## config.mk

```make
export PLATFORM = sky130hd
export DESIGN_NAME = if_stage_flat
export DESIGN_NICKNAME = d
export VERILOG_FILES = /design/src/rtl/if_stage_if.sv /design/src/rtl/if_stage.sv /design/src/flat_wrapper.sv
export SDC_FILE = /design/constraint.sdc
export NUM_CORES = 1
export LEC_CHECK = 0
export ABC_CLOCK_PERIOD_IN_PS = 4540
export CAP_MARGIN = 20
export CELL_PAD_IN_SITES_DETAIL_PLACEMENT = 0
export CELL_PAD_IN_SITES_GLOBAL_PLACEMENT = 2
export CORE_MARGIN = 2
export CORE_UTILIZATION = 18
export CTS_CLUSTER_DIAMETER = 60
export CTS_CLUSTER_SIZE = 16
export DETAILED_ROUTE_END_ITERATION = 8
export GPL_TIMING_DRIVEN = 0
export PLACE_DENSITY = 0.92
export SYNTH_ARGS = -nofsm -noshare
export SYNTH_HDL_FRONTEND = slang
export SYNTH_SLANG_ARGS = --single-unit
```

## constraint.sdc

```tcl
create_clock -name clk -period 4.54 [get_ports clk]
set_input_delay 1.135 -clock clk [delete_from_list [all_inputs] [get_ports clk]]
set_output_delay 1.135 -clock clk [all_outputs]
set_load 0.05 [all_outputs]
```

## src/rtl/if_stage_if.sv

```systemverilog
// IF-to-ID handshake bundle: IF presents valid/pc/inst/exc, ID answers with id_allow_in.
interface if_stage_if;
  logic        if_to_id_valid;
  logic [31:0] if_to_id_pc;
  logic [31:0] if_to_id_inst;
  logic        if_to_id_exc;
  logic        id_allow_in;

  modport master (
    output if_to_id_valid,
    output if_to_id_pc,
    output if_to_id_inst,
    output if_to_id_exc,
    input  id_allow_in
  );

  modport slave (
    input  if_to_id_valid,
    input  if_to_id_pc,
    input  if_to_id_inst,
    input  if_to_id_exc,
    output id_allow_in
  );
endinterface

```

## src/rtl/if_stage.sv

```systemverilog
// Instruction-fetch stage: drives a synchronous imem, presents fetched words to ID with a one-entry stall hold buffer.
// Optional macro IF_MISALIGN_EXC_EN turns on the fetch-address-misaligned flag.
module if_stage #(
  parameter logic [31:0] NOP_INST = 32'h0000_0013
) (
  input  logic        clk,
  input  logic        rst_n,
  input  logic [31:0] next_pc,
  input  logic        pre_if_valid,
  input  logic [31:0] pc,
  output logic        if_allow_in,
  output logic        imem_en,
  output logic [31:0] imem_addr,
  input  logic [31:0] imem_rdata,
  input  logic        flush,
  if_stage_if.master  id_bus
);

  logic        if_valid;
  logic        hold_vld;
  logic [31:0] hold_inst;
  logic        misalign;
  logic        out_valid;

  assign if_allow_in = !if_valid || id_bus.id_allow_in || flush;
  assign imem_en     = if_allow_in && pre_if_valid;
  assign imem_addr   = next_pc;
  assign out_valid   = if_valid && !flush;

`ifdef IF_MISALIGN_EXC_EN
  assign misalign = (pc[1:0] != 2'b00);
`else
  assign misalign = 1'b0;
`endif

  always_ff @(posedge clk or negedge rst_n) begin
    if (!rst_n) begin
      if_valid <= 1'b0;
    end else if (if_allow_in) begin
      if_valid <= pre_if_valid;
    end
  end

  // imem_rdata is only good for one cycle after the read, so a stalled word is parked here.
  always_ff @(posedge clk or negedge rst_n) begin
    if (!rst_n) begin
      hold_vld  <= 1'b0;
      hold_inst <= NOP_INST;
    end else if (if_allow_in) begin
      hold_vld  <= 1'b0;
    end else if (if_valid && !id_bus.id_allow_in && !flush && !hold_vld) begin
      hold_vld  <= 1'b1;
      hold_inst <= imem_rdata;
    end
  end

  assign id_bus.if_to_id_valid = out_valid;
  assign id_bus.if_to_id_pc    = pc;
  assign id_bus.if_to_id_exc   = out_valid && misalign;

  always_comb begin
    id_bus.if_to_id_inst = NOP_INST;
    if (out_valid && !misalign) begin
      id_bus.if_to_id_inst = hold_vld ? hold_inst : imem_rdata;
    end
  end

endmodule

```

## src/flat_wrapper.sv

```systemverilog
// flat-port wrapper written by rule: the top's interface ports become plain ports
module if_stage_flat 
#(
  parameter logic [31:0] NOP_INST = 32'h0000_0013
)
  (clk, rst_n, next_pc, pre_if_valid, pc, if_allow_in, imem_en, imem_addr, imem_rdata, flush, id_bus_if_to_id_valid, id_bus_if_to_id_pc, id_bus_if_to_id_inst, id_bus_if_to_id_exc, id_bus_id_allow_in);
  if_stage_if id_bus_i ();
  input  logic clk;
  input  logic rst_n;
  input  logic [31:0] next_pc;
  input  logic pre_if_valid;
  input  logic [31:0] pc;
  output logic if_allow_in;
  output logic imem_en;
  output logic [31:0] imem_addr;
  input  logic [31:0] imem_rdata;
  input  logic flush;
  output wire logic [$bits(id_bus_i.if_to_id_valid)-1:0] id_bus_if_to_id_valid;
  output wire logic [$bits(id_bus_i.if_to_id_pc)-1:0] id_bus_if_to_id_pc;
  output wire logic [$bits(id_bus_i.if_to_id_inst)-1:0] id_bus_if_to_id_inst;
  output wire logic [$bits(id_bus_i.if_to_id_exc)-1:0] id_bus_if_to_id_exc;
  input wire logic [$bits(id_bus_i.id_allow_in)-1:0] id_bus_id_allow_in;
  assign id_bus_if_to_id_valid = id_bus_i.if_to_id_valid;
  assign id_bus_if_to_id_pc = id_bus_i.if_to_id_pc;
  assign id_bus_if_to_id_inst = id_bus_i.if_to_id_inst;
  assign id_bus_if_to_id_exc = id_bus_i.if_to_id_exc;
  assign id_bus_i.id_allow_in = id_bus_id_allow_in;
  if_stage #(.NOP_INST(NOP_INST)) u_core (.clk(clk), .rst_n(rst_n), .next_pc(next_pc), .pre_if_valid(pre_if_valid), .pc(pc), .if_allow_in(if_allow_in), .imem_en(imem_en), .imem_addr(imem_addr), .imem_rdata(imem_rdata), .flush(flush), .id_bus(id_bus_i));
endmodule
```

==> impl_metrics.ini, run 1 <==
[status]
status = finished, final reports clean

[die]
dieArea_um2 = 13600
die_height_um = 117
core_um2 = 12500
ioPinCount = 201
rows = 41
die_w_um = 117
start_util_pct = 18.2

[yosys]
yosysWarnings = 0
syn-mean-instance-area_um2 = 10.7
syn_nets = 315
synth_top_area_share_pct = 34.0
synth.most_common_cell = buf_4
async_flop_share_pct = 100
syn_area_um2 = 2280
synth_adder_area_share_pct = 0
synth_edf_count = 0
synth-seq-area-share_pct = 37.5
synthTopCellsByArea = dfrtp_1 (34%), buf_4 (21%), mux2_2 (15%)
synth_xor_area_share_pct = 0
synthFlopType = dfrtp_1
post-synth-top-area-cell = dfrtp_1
yosys_register_bits = 34
synth_top_family_by_area = multiplexers
synthTopCellsByCount = buf_4 (65), mux2i_1 (32), dfrtp_1 (31)
syn_inst = 214
synth_compound_area_share_pct = 0.658
yosys.area_share.simple_pct = 7.02
yosys-mux-area-fraction_pct = 29.8
synth.distinct_cells = 17

[timing]
worst_pin_slew_ns = 0.815
slew_headroom_pct = 45.6
setup_ws_ns = 0.226
period_share_pct = 95.0
clock_skew_ns = 0.00551
fmax_mhz = 232
whs_ns = 0.487
fin_crit_ns = 4.31
hold_viol = 0
grt_setup_unrepaired = false
timing.final.max_slew_violations = 0
setup_viol = 0

[detailed_routing]
routed_wl_um = 6300
drt-initial-drc-count = 29
viasPerCell = 3.64
drc = 0
vias = 1923
detail-route-antenna-nets = 0
wire_per_inst_um = 11.9
dr.pass1.iters = 3

[global_route]
grt_pass1_vias = 1786
grt_max_degree = 35
grt_pass1_wl_um = 8650
antenna_found_initial = 0
grt_usage_pct = 8.39
overflow = 0

[pwr]
leakage_uw = 0.00165
p_per_area_nw_per_um2 = 305
worst_ir_drop_vdd_mv = 0.106

[critical_path]
crit_type = in -> out
r2r_cells = 4
crit_chain = clkdlybuf4s50_1 -> nand2b_1 -> clkbuf_1 -> clkbuf_2 -> nor2_1 -> clkdlybuf4s50_1
crit_path_end = id_bus_if_to_id_inst[31]
worst_ep_required_time_ns = 3.40
start_kind = primary input
crit_top_cell = clkdlybuf4s50_1
r2r-start = u_core.hold_vld
cp_num_cells = 6
path_buf_inv = 4
worst_path_max_delay_cell = clkdlybuf4s50_1
arrival_ns = 3.18
crit_start = flush
path_delay_family = buffers and inverters
r2r-end = u_core.hold_inst[3]
cp_max_fo = 10
worst_path_largest_cell_delay_ns = 0.85
reg2reg_slack_ns = 2.82
cp-end-kind = output port

[cells_and_area]
register_area_um2 = 855
diodes = 0
final_layout_size_suffix_gt1_share_pct = 32.8
area_delta_synth_final_pct = 75.1
layout.nets = 457
final_util_pct = 31.9
fillerInstances = 1316
multi_input_comb_area_um2 = 860

[clock_tree]
htree_levels = 2
clockBufferDepth = 2
worstSkewPairLatency_ns = 0.28
clkTransAtPathRegs_ns = 0.06
numCtsBuffers = 5
cts_setup_buffers = 0
cts-root-buf = clkbuf_16
cts_sinks = 34
cts_tree = built

[placement]
dp.final_hpwl_um = 4940
portBuffers = 135
pre_cts_ws_ns = -0.000371
place_congestion = 0.673

[run]
cap_viol_max_count = 0

[hold_path]
holdCritPathClass = reg -> reg
[what timing repair did]
action	in CTS	in global routing
endpoints found under the hold margin	0	0
hold buffers	0	0
endpoints found under the setup margin	1	19
resized for setup	1	4
[routing by layer]
layer  global-route usage, %  part of all wire (%)  wire length (um)  vias to the layer above
met1                    10.1                    40              2530                      888
li1                        -                     -                 -                      920
met5                       0                     0                 0                        -
met4                    2.12                  0.52                33                        0
met2                    14.5                    50              3120                      110
met3                    2.70                   9.7               608                        5
[cell type report]
cell class,instances,area share [%]
well taps,172,5.39
inverters,1,0.0940
plain buffers,76,14.2
multi-input cells,103,21.5
clock inverters,1,0.125
repair buffers,135,33.7
clock buffers,7,3.57
flip-flops and latches,34,21.4
[cells by family after synthesis]
kind of cell	Yosys count
other	1
buffers and inverters	77
and+or+nand+nor	36
DFF	34
muxes	64
AOI/OAI and AO/OA	2
[through the flow]
stage                     setup TNS, ns  power [uW]  instance area, um2  std cells
after floorplan                       0         725                2280        214
after global placement                0         872                3850        521
after detailed placement      -0.000371         883                3840        521
after CTS                             0        1240                3990        529
after global routing                  0        1290                3990        529
final                                 0        1220                3990        529
[cells in the final DEF (no fill, tap or decap), drive strengths merged]
cell type,count
nand2b,2
nand2,3
nor2,30
o21a,1
nor4b,1
inv,1
buf,73
conb,1
clkdlybuf4s50,134
dfrtp,31
clkinv,1
mux2,32
dfstp,3
clkbuf,11
mux2i,32
o21bai,1
[how the worst min path moves through the flow]
stage	from	to	slack (ns)	cells after the start
after floorplan	u_core.hold_inst[19]	u_core.hold_inst[19]	0.46	1
after global placement	u_core.hold_inst[19]	u_core.hold_inst[19]	0.47	1
after detailed placement	u_core.hold_inst[19]	u_core.hold_inst[19]	0.48	1
after CTS	u_core.hold_inst[19]	u_core.hold_inst[19]	0.49	1
after global routing	u_core.hold_inst[19]	u_core.hold_inst[19]	0.51	1
final	u_core.hold_inst[19]	u_core.hold_inst[19]	0.49	1
[power breakdown]
part	leakage (uW)	switching (uW)	total, uW	internal [uW]
combinational	0.00118	258	470	212
sequential	0.000400	30.1	401	371
clock	0.0000739	130	347	218
total	0.00165	418	1220	801
[registers in the layout (all words and copies together), names as in the netlist]
| name | count |
|---|---|
| u_core.if_valid | 1 |
| u_core.hold_inst | 32 |
| u_core.hold_vld | 1 |
No activity file was read; power rests on OpenSTA's default activity.
==> run 2, diff against run 1 <==
--- a/config.mk
+++ b/config.mk
@@ -9,13 +9,14 @@
 export CAP_MARGIN = 20
 export CELL_PAD_IN_SITES_DETAIL_PLACEMENT = 0
 export CELL_PAD_IN_SITES_GLOBAL_PLACEMENT = 2
-export CORE_MARGIN = 2
+export CORE_MARGIN = 1
 export CORE_UTILIZATION = 18
 export CTS_CLUSTER_DIAMETER = 60
 export CTS_CLUSTER_SIZE = 16
 export DETAILED_ROUTE_END_ITERATION = 8
 export GPL_TIMING_DRIVEN = 0
 export PLACE_DENSITY = 0.92
+export SLEW_MARGIN = 20
 export SYNTH_ARGS = -nofsm -noshare
 export SYNTH_HDL_FRONTEND = slang
 export SYNTH_SLANG_ARGS = --single-unit
==> run 2 against run 1 <==
Effect of this change:
- sequential share of layout area shrank 0.093 points
- worst hold slack gained 0.0073 ns
- combinational power is essentially flat
- clock-buffer cell count shrank 1
- clock skew shrank 0.0015 ns
- first-iteration DRC count shrank 79%
- via count grew 0.31%
- die area shrank 3.4%
- utilization grew 1.1 points
- global-route usage grew 0.071 points
- critical endpoint is now id_bus_if_to_id_inst[26]
==> impl_metrics.ini, run 2 (synthesis gave the netlist of run 1 again) <==
[pwr]
worst_ir_drop_vdd_mv = 0.131
leakage_uw = 0.00166
p_per_area_nw_per_um2 = 304

[detailed_routing]
viasPerCell = 3.67
routed_wl_um = 5970
drc = 0
wire_per_inst_um = 11.4
detail-route-antenna-nets = 0
drt-initial-drc-count = 6
dr.pass1.iters = 4
vias = 1929

[timing]
fmax_mhz = 228
period_share_pct = 96.4
fin_crit_ns = 4.38
whs_ns = 0.495
tns_ns = 0
grt_setup_unrepaired = false
worst_pin_slew_ns = 0.553
hold_viol = 0
clock_skew_ns = 0.00396
slew_headroom_pct = 63.0
setup_viol = 0
timing.final.max_slew_violations = 0

[die]
ioPinCount = 201
start_util_pct = 18.8
die_height_um = 115
rows = 40
die_w_um = 115
core_um2 = 12200
dieArea_um2 = 13100

[placement]
dp.final_hpwl_um = 4830
place_congestion = 0.658
portBuffers = 135

[critical_path]
worst_path_max_delay_cell = clkdlybuf4s50_1
cp-end-kind = output port
worst_ep_required_time_ns = 3.40
arrival_ns = 3.24
start_kind = primary input
crit_chain = clkdlybuf4s50_1 -> nand2b_1 -> clkbuf_1 -> clkbuf_1 -> nor2_1 -> clkdlybuf4s50_1
cp_max_fo = 10
reg2reg_slack_ns = 2.85
crit_type = in -> out
r2r-end = u_core.hold_inst[3]
worst_path_largest_cell_delay_ns = 0.72
r2r_cells = 4
r2r-start = u_core.hold_vld

[clock_tree]
numCtsBuffers = 5
cts_tree = built
ctsResizeCount = 0
cts_setup_buffers = 0
worstSkewPairLatency_ns = 0.28
cts-root-buf = clkbuf_16
postCtsHoldBufs = 0
clockBufferDepth = 2
htree_levels = 2
clkTransAtPathRegs_ns = 0.06
cts_sinks = 34

[global_route]
grt_pass1_wl_um = 8480
grt_max_degree = 26
grt_pass1_vias = 1812
grt_usage_pct = 8.46
antenna_found_initial = 0
overflow = 0

[hold_path]
hold_depth = 1
hold_end = u_core.hold_inst[19]
holdCritPathClass = reg -> reg
min_from = u_core.hold_inst[19]

[status]
status = finished, final reports clean

[cells_and_area]
final_layout_size_suffix_gt1_share_pct = 33.0
fillerInstances = 1237
final_common_cell = clkdlybuf4s50_1
largestRegisters = u_core.hold_inst: 32 flops, u_core.hold_vld: 1 flops, u_core.if_valid: 1 flops
layout.nets = 458
regMostFlops = u_core.hold_inst
layout_common_cells = clkdlybuf4s50_1 (134), buf_4 (65), mux2i_1 (32), dfrtp_1 (31)
area_delta_synth_final_pct = 75.9
largest_reg_flops = 32
diodes = 0

[run]
cap_viol_max_count = 0
## run 2: cell count changes in the layout (fill, tap and decap cells not counted), sizes merged
cell	change
buf	+1
clkbuf	-1
clkinvlp	+1
## run 2: how the worst max path moves through the flow
stage	startpoint	to	slack (ns)
6_report	flush	id_bus_if_to_id_inst[26]	0.16
4_1_cts	flush	id_bus_if_to_id_inst[18]	0.05
2_1_floorplan	flush	id_bus_if_to_id_inst[10]	1.14
5_1_grt	flush	id_bus_if_to_id_inst[27]	0.009
3_3_place_gp	flush	id_bus_if_to_id_inst[31]	0.06
3_5_place_dp	flush	id_bus_if_to_id_inst[18]	0.06
## run 2: area by class of cell
type | instances | area (um2) | share of cell area, %
repair buffers | 136 | 1370 | 34.1
clock inverters | 2 | 12.5 | 0.312
well taps | 168 | 210 | 5.24
clock buffers | 6 | 139 | 3.46
multi-input cells | 103 | 860 | 21.4
inverters | 1 | 3.75 | 0.0936
flip-flops and latches | 34 | 855 | 21.3
plain buffers | 76 | 566 | 14.1
## run 2: per-stage QoR
step	util [%]	power [uW]	cells	cell area [um2]	setup WS, ns
global route	33.0	1290	526	4010	0.00909
floorplan	-	725	214	2280	1.14
detailed placement	31.7	882	518	3860	0.0597
global placement	31.6	871	517	3840	0.0599
CTS	33.0	1240	526	4010	0.0547
finish	33.0	1220	526	4010	0.162
## run 2: power breakdown
group,total (uW),internal (uW),leakage [uW],switching [uW]
clock network,348,217,0.0000729,131
registers,401,371,0.000400,30.0
logic,471,214,0.00119,257
## run 2: critical path: cells and delay by family
kind / cells / cell delay, ns
simple gates: 2 / 0.23
buf+inv: 4 / 1.88
## run 2: routing by layer
| metal | part of all wire [%] | GRT usage, % |
|---|---|---|
| met3 | 8.2 | 2.91 |
| met4 | 0.54 | 2.08 |
| met2 | 52 | 15.8 |
| met5 | 0 | 0 |
| met1 | 39 | 9.07 |
==> run 3, diff against run 2 <==
--- a/config.mk
+++ b/config.mk
@@ -5,17 +5,17 @@
 export SDC_FILE = /design/constraint.sdc
 export NUM_CORES = 1
 export LEC_CHECK = 0
+export ABC_AREA = 1
 export ABC_CLOCK_PERIOD_IN_PS = 4540
 export CAP_MARGIN = 20
 export CELL_PAD_IN_SITES_DETAIL_PLACEMENT = 0
 export CELL_PAD_IN_SITES_GLOBAL_PLACEMENT = 2
 export CORE_MARGIN = 1
-export CORE_UTILIZATION = 18
+export CORE_UTILIZATION = 17
 export CTS_CLUSTER_DIAMETER = 60
 export CTS_CLUSTER_SIZE = 16
 export DETAILED_ROUTE_END_ITERATION = 8
-export GPL_TIMING_DRIVEN = 0
-export PLACE_DENSITY = 0.92
+export PLACE_DENSITY = 0.91
 export SLEW_MARGIN = 20
 export SYNTH_ARGS = -nofsm -noshare
 export SYNTH_HDL_FRONTEND = slang
==> run 3 against run 2 <==
Effect of this change:
- critical path depth decreased by 1
- sequential share of layout area is 5.6 points higher
- register-to-register slack worse by 0.52 ns
- non-clock buffer count decreased by 137
- via count is 5.1% higher
- synthesized cell count up 53%
- clock power is 6.9% lower
- utilization down 10 points
- die area rose by 15%
- global-route usage up 0.29 points
- critical endpoint is now id_bus_if_to_id_inst[10]
==> impl_metrics.ini, run 3 <==
[status]
status = finished, final reports clean

[global_route]
overflow = 0
grt_max_degree = 66
grt_usage_pct = 8.75
grt_pass1_wl_um = 10200
antenna_found_initial = 0
grt_pass1_vias = 1987

[timing]
clock_skew_ns = 0.00498
fmax_mhz = 270
setup_viol = 0
tns_ns = 0
grt_setup_unrepaired = false
slew_headroom_pct = 40.8
period_share_pct = 81.6
hold_viol = 0
setup_ws_ns = 0.835
worst_pin_slew_ns = 0.887
fin_crit_ns = 3.70
timing.final.max_slew_violations = 0

[critical_path]
worst_path_max_delay_cell = clkdlybuf4s50_1
arrival_ns = 2.57
crit_chain = clkdlybuf4s50_1 -> nor2_4 -> inv_2 -> a21oi_1 -> buf_12
r2r-start = u_core.hold_vld
r2r-end = u_core.hold_inst[10]
worst_path_largest_cell_delay_ns = 0.50
cp_max_fo = 29
start_kind = primary input
r2r_cells = 4
crit_type = in -> out
cp-end-kind = output port
worst_ep_required_time_ns = 3.40
reg2reg_slack_ns = 2.33

[yosys]
syn-mean-instance-area_um2 = 7.58
synth_top_area_share_pct = 31.3
yosys_register_bits = 34
synth.distinct_cells = 17
synth_edf_count = 0
synth-seq-area-share_pct = 34.5
synthTopCellsByArea = dfrtp_1 (31%), buf_4 (20%), nand2_1 (20%)
synthFlopType = dfrtp_1
syn_inst = 327
synthTopCellsByCount = nand2_1 (131), buf_4 (66), nand4_1 (32)
async_flop_share_pct = 100
yosysWarnings = 0
syn_area_um2 = 2480
post-synth-top-area-cell = dfrtp_1
syn_nets = 428
synth.most_common_cell = nand2_1

[detailed_routing]
routed_wl_um = 6370
drc = 0
viasPerCell = 4.06
wire_per_inst_um = 12.7
dr.pass1.iters = 5
drt-initial-drc-count = 98
detail-route-antenna-nets = 0
vias = 2028

[cells_and_area]
largestRegisters = u_core.hold_inst: 32 flops, u_core.hold_vld: 1 flops, u_core.if_valid: 1 flops
layout.nets = 421
layout_common_cells = nand2_1 (131), clkdlybuf4s50_1 (35), nand4_1 (32), dfrtp_1 (31), buf_12 (30)
final_common_cell = nand2_1
fin_area_um2 = 3180
area_delta_synth_final_pct = 28.1
largest_reg_flops = 32
regMostFlops = u_core.hold_inst
final_util_pct = 22.6
final_layout_size_suffix_gt1_share_pct = 20.3
fillerInstances = 1538
diodes = 0

[pwr]
p_per_area_nw_per_um2 = 321
worst_ir_drop_vdd_mv = 0.111
intPower_uw = 689
sequentialPowerShare_pct = 39.2
comb_power_share_pct = 29.0
leakage_uw = 0.00141
clockPowerShare_pct = 31.8
p_sw_share_pct = 32.4
p_switching_uw = 330

[clock_tree]
ctsResizeCount = 0
numCtsBuffers = 5
worstSkewPairLatency_ns = 0.28
cts_tree = built
clkTransAtPathRegs_ns = 0.05
cts_setup_buffers = 0
cts_sinks = 34
postCtsHoldBufs = 0
clockBufferDepth = 2
htree_levels = 2
cts-root-buf = clkbuf_16

[hold_path]
hold_end = u_core.hold_inst[1]
hold_depth = 2
holdCritPathClass = reg -> reg
min_from = u_core.hold_inst[1]

[die]
die_height_um = 123
ioPinCount = 201
start_util_pct = 17.7
die_w_um = 123
dieArea_um2 = 15100
rows = 43
core_um2 = 14000

[placement]
place_congestion = 0.628
pre_cts_ws_ns = 0.811
dp.final_hpwl_um = 4250
portBuffers = 71
place_area_um2 = 3040

[run]
cap_viol_max_count = 0
-- run 3: changes by cell type in the layout (fill, tap and decap cells not counted), sizes merged, moves of 32 or more --
cell / change
mux2: -32
nand2: +128
buf: -34
clkdlybuf4s50: -99
nand4: +32
mux2i: -32
-- run 3: layout make-up --
type                       count  area (um2)  share of cell area [%]
clock buffer                   5         125                    3.94
clock inverter                 2        10.0                   0.315
inverter                       6        23.8                   0.748
multi-input combinational    198         915                    28.8
sequential                    34         855                    26.9
tap                          180         225                    7.09
timing repair buffer          75        1020                    32.2
-- run 3: metal layers --
metal	global-route usage (%)	vias to the layer above	wire length, um
li1	-	970	-
met1	10.4	954	2770
met2	14.6	90	3030
met3	2.88	14	488
met4	3.20	0	89
met5	0	-	0
-- run 3: through the flow --
stage,hold slack (ns),total power (uW),cells
after global placement,0.452,696,493
after global routing,0.474,1090,500
after detailed placement,0.456,704,493
final,0.460,1020,500
after CTS,0.464,1040,500
after floorplan,0.442,730,327
-- run 3: logic make-up (layout without fill, tap and decap cells) --
family / Yosys count / in the layout / synth area share [%]
AOI/OAI and AO/OA: 29 / 29 / 7.37
DFF: 34 / 34 / 34.5
buffers and inverters: 95 / 88 / 28.7
and+or+nand+nor: 168 / 168 / 29.4
other: 1 / 1 / 0.151
-- run 3: critical path, delay by kind of cell --
family	cells	cell delay, ns
compound gates	1	0.17
buf+inv	3	1.19
simple gates	1	0.05
-- run 3: power groups by stage --
stage                     clock [uW]  sequential (uW)  combinational [uW]
final                            324              399                 296
after floorplan                    0              396                 333
after CTS                        344              399                 301
after detailed placement           0              403                 300
after global routing             356              406                 323
after global placement             0              401                 295
-- run 3: how the worst max path moves through the flow --
stage	end	start	slack (ns)	depth (start not counted)
floorplan	id_bus_if_to_id_inst[11]	flush	1.14	4
global placement	id_bus_if_to_id_inst[8]	flush	0.84	5
detailed placement	id_bus_if_to_id_inst[10]	flush	0.81	5
CTS	id_bus_if_to_id_inst[10]	flush	0.81	5
global route	id_bus_if_to_id_inst[6]	flush	0.72	5
finish	id_bus_if_to_id_inst[10]	flush	0.84	5
